`config.mk`:
```
export PLATFORM = sky130hd
export DESIGN_NAME = gin_feeder
export DESIGN_NICKNAME = d
export VERILOG_FILES = /design/src/rtl/gin_feeder_pkg.sv /design/src/rtl/gin_feeder_fifo.sv /design/src/rtl/gin_feeder.sv
export SDC_FILE = /design/constraint.sdc
export NUM_CORES = 1
export LEC_CHECK = 0
export ABC_AREA = 0
export BUFFER_PORTS_ARGS = -buffer_cell sky130_fd_sc_hd__buf_2
export CORE_ASPECT_RATIO = 0.6
export CORE_MARGIN = 4
export CORE_UTILIZATION = 50
export CTS_CLUSTER_DIAMETER = 50
export DETAILED_ROUTE_END_ITERATION = 12
export PLACE_DENSITY = 0.76
export SYNTH_ARGS = -nofsm -noshare
export SYNTH_HDL_FRONTEND = slang
export SYNTH_HIERARCHICAL = 1
export SYNTH_SLANG_ARGS = --single-unit
export TNS_END_PERCENT = 5
```
`constraint.sdc`:
```
create_clock -name clk -period 2.27 [get_ports clk]
set_clock_uncertainty 0.2 [all_clocks]
set_input_delay 0.681 -clock clk [delete_from_list [all_inputs] [get_ports clk]]
set_output_delay 0.681 -clock clk [all_outputs]
set_load 0.02 [all_outputs]
```
`src/rtl/gin_feeder_pkg.sv`:
```
// Field widths and port layout of the global input network, shared by the GIN and its feeder.
package gin_feeder_pkg;

    localparam int GIN_ID_LEN    = 5;
    localparam int GIN_ROW_LEN   = 4;
    localparam int GIN_VALUE_LEN = 32;

    // Order of the slave-port bundle: {enable, row, col, value}.
    typedef struct packed {
        logic                     enable;
        logic [GIN_ROW_LEN-1:0]   row;
        logic [GIN_ID_LEN-1:0]    col;
        logic [GIN_VALUE_LEN-1:0] value;
    } gin_word_t;

    typedef enum logic [1:0] {
        ST_IDLE  = 2'd0,
        ST_RUN   = 2'd1,
        ST_DRAIN = 2'd2,
        ST_DONE  = 2'd3
    } feeder_state_t;

endpackage

```
`src/rtl/gin_feeder_fifo.sv`:
```
// Registered FIFO: a pushed entry is at the head one cycle later. Pushing into a full FIFO
// is ignored even when a pop happens in the same cycle; pop on empty is ignored.
module gin_feeder_fifo #(
    parameter int WIDTH = 41,
    parameter int DEPTH = 2
) (
    input  logic                     clk,
    input  logic                     rst,
    input  logic                     i_push,
    input  logic [WIDTH-1:0]         i_push_dat,
    input  logic                     i_pop,
    output logic [WIDTH-1:0]         o_head_dat,
    output logic                     o_full,
    output logic                     o_empty,
    output logic [$clog2(DEPTH):0]   o_count
);
    localparam int AW = $clog2(DEPTH);
    localparam logic [AW:0] FULL_CNT = (AW+1)'(DEPTH);

    logic [WIDTH-1:0] r_mem [DEPTH];
    logic [AW-1:0]    r_wr_ptr;
    logic [AW-1:0]    r_rd_ptr;
    logic [AW:0]      r_count;
    logic             w_push;
    logic             w_pop;

    assign o_full  = (r_count == FULL_CNT);
    assign o_empty = (r_count == '0);
    assign w_push  = i_push && !o_full;
    assign w_pop   = i_pop && !o_empty;

    always_ff @(posedge clk or negedge rst) begin
        if (!rst) begin
            for (int i = 0; i < DEPTH; i++) begin
                r_mem[i] <= '0;
            end
            r_wr_ptr <= '0;
            r_rd_ptr <= '0;
            r_count  <= '0;
        end else begin
            if (w_push) begin
                r_mem[r_wr_ptr] <= i_push_dat;
                r_wr_ptr        <= r_wr_ptr + 1'b1;
            end
            if (w_pop) begin
                r_rd_ptr <= r_rd_ptr + 1'b1;
            end
            case ({w_push, w_pop})
                2'b10:   r_count <= r_count + 1'b1;
                2'b01:   r_count <= r_count - 1'b1;
                default: r_count <= r_count;
            endcase
        end
    end

    assign o_head_dat = r_mem[r_rd_ptr];
    assign o_count    = r_count;

endmodule

```
`src/rtl/gin_feeder.sv`:
```
// Stamps buffer words with (row, col) tags and feeds the GIN slave port; 1-cycle push-to-enable.
// in_ready depends only on registered state, so GIN ready never reaches the buffer combinationally.
module gin_feeder
    import gin_feeder_pkg::*;
#(
    parameter int ID_LEN     = GIN_ID_LEN,
    parameter int ROW_LEN    = GIN_ROW_LEN,
    parameter int VALUE_LEN  = GIN_VALUE_LEN,
    parameter int FIFO_DEPTH = 2,
    parameter int CNT_LEN    = 9
) (
    input  logic                 clk,
    input  logic                 rst,
    input  logic                 start,
    input  logic [ROW_LEN-1:0]   num_rows,
    input  logic [ID_LEN-1:0]    num_cols,
    output logic                 busy,
    output logic                 done,
    input  logic                 in_valid,
    output logic                 in_ready,
    input  logic [VALUE_LEN-1:0] in_data,
    output logic                 enable,
    input  logic                 ready,
    output logic [ROW_LEN-1:0]   row_tag,
    output logic [ID_LEN-1:0]    col_tag,
    output logic [VALUE_LEN-1:0] value,
    output logic [CNT_LEN-1:0]   sent_count
);
    localparam int ENTRY_W = ROW_LEN + ID_LEN + VALUE_LEN;
    localparam int OCC_W   = $clog2(FIFO_DEPTH) + 1;
    localparam logic [ID_LEN-1:0]  COL_ONE = ID_LEN'(1);
    localparam logic [ROW_LEN-1:0] ROW_ONE = ROW_LEN'(1);
    localparam logic [OCC_W-1:0]   OCC_ONE = OCC_W'(1);

    feeder_state_t      r_state;
    feeder_state_t      w_state_nxt;
    logic [ROW_LEN-1:0] r_num_rows;
    logic [ID_LEN-1:0]  r_num_cols;
    logic [ROW_LEN-1:0] r_row;
    logic [ID_LEN-1:0]  r_col;
    logic [CNT_LEN-1:0] r_sent_count;

    logic               w_full;
    logic               w_empty;
    logic [OCC_W-1:0]   w_count;
    logic [ENTRY_W-1:0] w_head;
    logic               w_push;
    logic               w_pop;
    logic               w_last_col;
    logic               w_last_word;
    logic               w_dims_ok;
    logic               w_start_acc;

    assign in_ready    = (r_state == ST_RUN) && !w_full;
    assign w_push      = in_valid && in_ready;
    assign enable      = !w_empty;
    assign w_pop       = enable && ready;
    assign w_last_col  = (r_col == r_num_cols - COL_ONE);
    assign w_last_word = w_last_col && (r_row == r_num_rows - ROW_ONE);
    assign w_dims_ok   = (num_rows != '0) && (num_cols != '0);
    assign w_start_acc = (r_state == ST_IDLE) && start;

    always_comb begin
        w_state_nxt = r_state;
        busy        = (r_state != ST_IDLE);
        done        = (r_state == ST_DONE);
        case (r_state)
            ST_IDLE:  if (start) w_state_nxt = w_dims_ok ? ST_RUN : ST_DONE;
            ST_RUN:   if (w_push && w_last_word) w_state_nxt = ST_DRAIN;
            // Nothing is pushed in DRAIN, so popping the sole entry empties the FIFO.
            ST_DRAIN: if (w_pop && (w_count == OCC_ONE)) w_state_nxt = ST_DONE;
            ST_DONE:  w_state_nxt = ST_IDLE;
            default:  w_state_nxt = ST_IDLE;
        endcase
    end

    always_ff @(posedge clk or negedge rst) begin
        if (!rst) begin
            r_state      <= ST_IDLE;
            r_num_rows   <= '0;
            r_num_cols   <= '0;
            r_row        <= '0;
            r_col        <= '0;
            r_sent_count <= '0;
        end else begin
            r_state <= w_state_nxt;
            if (w_start_acc) begin
                r_row        <= '0;
                r_col        <= '0;
                r_sent_count <= '0;
                if (w_dims_ok) begin
                    r_num_rows <= num_rows;
                    r_num_cols <= num_cols;
                end
            end else begin
                if (w_pop) begin
                    r_sent_count <= r_sent_count + 1'b1;
                end
                // Counters hold on the final push so they never run past the tile.
                if (w_push && !w_last_word) begin
                    if (w_last_col) begin
                        r_col <= '0;
                        r_row <= r_row + 1'b1;
                    end else begin
                        r_col <= r_col + 1'b1;
                    end
                end
            end
        end
    end

    gin_feeder_fifo #(
        .WIDTH (ENTRY_W),
        .DEPTH (FIFO_DEPTH)
    ) u_fifo (
        .clk        (clk),
        .rst        (rst),
        .i_push     (w_push),
        .i_push_dat ({r_row, r_col, in_data}),
        .i_pop      (w_pop),
        .o_head_dat (w_head),
        .o_full     (w_full),
        .o_empty    (w_empty),
        .o_count    (w_count)
    );

    assign {row_tag, col_tag, value} = w_head;
    assign sent_count = r_sent_count;

endmodule

```
==> results.md <==
* Violated checks: negative setup slack
* Sink Count at 115
* Clk slew on worst S/H paths at 0.06 ns
* Post-Syn Area at 5455 sq um
* Crit path largest cell delay at 0.40 ns
* Dpl hpwl at 7989 microns
* CTS root buffer: clkbuf_16
* Slew headroom at 64.45%
* Worst Max-Slew Pin Slew at 0.5320 ns
* Final Max Tran Viols at 0
* Pwr/cell area at 1523 nW/um^2
* Worst skew pair latency at 0.41 ns
* Vias at 3515
* Cells after DPL at 639
* Hold_ws at 0.02248 ns
* Syn nets at 459
* Die Ht at 88.91 microns
* Max-cap viol count at 0
* H-tree levels at 4
* Worst-path cell chain: buf_12 -> mux2_2 -> buf_4
* Setup bufs post-CTS at 0
* Core Area at 10600 sq um
* Vias in the first global route at 3904
* Dominant synthesized flop cell: dfrtp_1
* Hold/Removal Path Class: in2async
* Initial core utilization at 51.49%
* Min Tclk post-route at 2.425 ns
* Fin nets at 576
* Req. time, crit path at 1.39 ns
* Largest net degree at the start of global routing at 42
* Register area at 2880 sq um
* Vias/cell at 5.238
* Synth cell types at 43
* CTS Buffer Depth at 2
* Layout cells sized above 1 at 56.20%
* Most common cell after layout, fill and taps aside: mux2_2
* Multi-input logic area at 2509 sq um
* Post-Route WL at 11580 microns
* TritonRoute pass-1 iters at 5
* Tot Pwr at 10.66 mW
* Status: finished, violations left
* Wire length per cell at 17.26 microns
* F_max at 412.4 MHz
* Die area at 12700 sq um
* Syn Inst Count at 402
* VDD IR max at 881.3 uV
* Chip Width at 142.9 microns
* Fill count at 781
* Post-synthesis sequential area ratio at 52.75%
* Final setup margin at -0.1548 ns
* Post-synth EDFFs at 0
* Final cell count without fillers at 671
* Routed Antenna Nets at 0
* Setup TNS at -5.125 ns
* Post-route cell area at 7002 sq um
* Post-synth ARST share at 100.0%
* CP Launch Type: flip-flop
* Gp weighted congestion at 0.8239
* Seq cells post-synth at 115
* Final Setup Violations at 44
* Diodes inserted at 0
* Synth warnings at 6
* I/O pin total at 100
* Kind of critical path: reg2out
* CTS Buf Count at 17
* Most frequent cells in the layout: mux2_2, dfrtp_1, buf_2
* Placed Area at 6259 sq um
* Setup crit end kind: primary output
* Crit-path slowest cell: dfrtp_2
* Drt initial violations at 138
* Residual DRC at 0
* CTS tree: yes
* Row cnt at 29
* Final Cycle Share at 106.8%
* P&R area growth vs syn at 28.35%
* Initial antenna violation count at 0
* All-Layer GR Usage at 19.40%
* I/O Buffers at 99
* RSZ-0062 raised after global routing: yes
* First-pass GRT wire length at 18940 microns
* Dpl ws at -0.06108 ns
* Final Hold Viols at 0
* Final Util at 66.08%
* Syn Area/Cell at 13.57 sq um
* Crit path DAT at 1.54 ns
* Critical Path Fanout Max at 26
* Total gr overflow at 0
* Leak at 3.282 nW
==> registers in the layout, indices dropped and copies added, names as in the netlist, 2 cells and up <==
signal	cells
u_fifo/r_mem	82
r_num_rows	4
sent_count	9
r_row	4
r_num_cols	5
u_fifo/o_count	2
r_state	2
r_col	5
==> cells by family (layout without fill, tap and decap cells) <==
family          Yosys count  in the layout  share of synthesized area, %
compound gates           18             18                         2.936
simple gates             67             67                         6.766
flops                   115            115                         52.75
buf+inv                  29            159                         2.890
xor+xnor                 27             27                         4.335
mux                     135            135                         27.80
fa+ha+maj                11             11                         2.523
==> path summary, 6_finish.rpt <==
| check | to | slack [ns] | depth (start not counted) | start |
|---|---|---|---|---|
| min in group clk | u_fifo/r_mem[6] | 0.30 | 1 | u_fifo/r_mem[6] |
| min | sent_count[8] | 0.02 | 1 | rst |
| min reg2reg | u_fifo/r_mem[6] | 0.30 | 1 | u_fifo/r_mem[6] |
| max in group asynchronous | u_fifo/r_mem[34] | 1.27 | 2 | rst |
| max reg2reg | r_state[0] | -0.08 | 7 | r_num_rows[1] |
| max | value[6] | -0.15 | 3 | u_fifo/r_rd_ptr |
==> report_power, final <==
group / internal, mW / total, mW / switching, mW
clock network: 1.65 / 2.65 / 0.996
registers: 2.89 / 3.45 / 0.563
logic: 2.33 / 4.56 / 2.23
total: 6.87 / 10.7 / 3.79
==> cell usage after synthesis, types with 2 or more instances <==
library cell,count,share of area [%]
a21oi_1,3,0.28
a22o_1,2,0.32
and2_1,2,0.23
and3_1,3,0.34
buf_2,3,0.28
buf_4,4,0.55
buf_6,4,0.83
clkbuf_1,7,0.48
dfrtp_1,115,53
ha_1,11,2.5
inv_1,10,0.69
mux2_1,5,1.0
mux2_2,127,26
mux2i_1,3,0.55
nand2_1,15,1.0
nand2b_1,2,0.23
nand3_1,6,0.55
nand3b_1,2,0.28
nand4_1,2,0.23
nor2_1,16,1.1
nor2b_1,3,0.34
nor3_1,4,0.37
nor4_1,3,0.34
o21ai_0,5,0.46
or3_1,2,0.23
xnor2_1,17,2.7
xor2_1,10,1.6
==> area by class of cell <==
| type | count | area share [%] |
|---|---|---|
| inverter | 11 | 0.5897 |
| sequential | 115 | 41.14 |
| tap | 139 | 2.484 |
| clock inverter | 14 | 2.234 |
| clock buffer | 18 | 6.272 |
| timing repair buffer | 116 | 11.45 |
| multi-input combinational | 258 | 35.83 |
==> per-layer routing <==
metal	up-vias	GRT usage (%)	share of wire, %
met5	-	0	0
met4	0	5.695	1.1
met3	14	7.803	6.8
li1	1650	-	-
met2	94	31.69	48
met1	1757	24.23	44
==> timing repair <==
action / CTS / global route
hold buffers: 0 / 0
gates resized for setup: 16 / 29
setup endpoints to repair: 50 / 93
pin swaps: 1 / 1
==> critical path, delay by kind of cell, from the launching register on <==
family | cells | cell delay (ns)
mux | 1 | 0.36
buf+inv | 2 | 0.36
flops | 1 | 0.40
No activity file was read; power rests on OpenSTA's default activity.
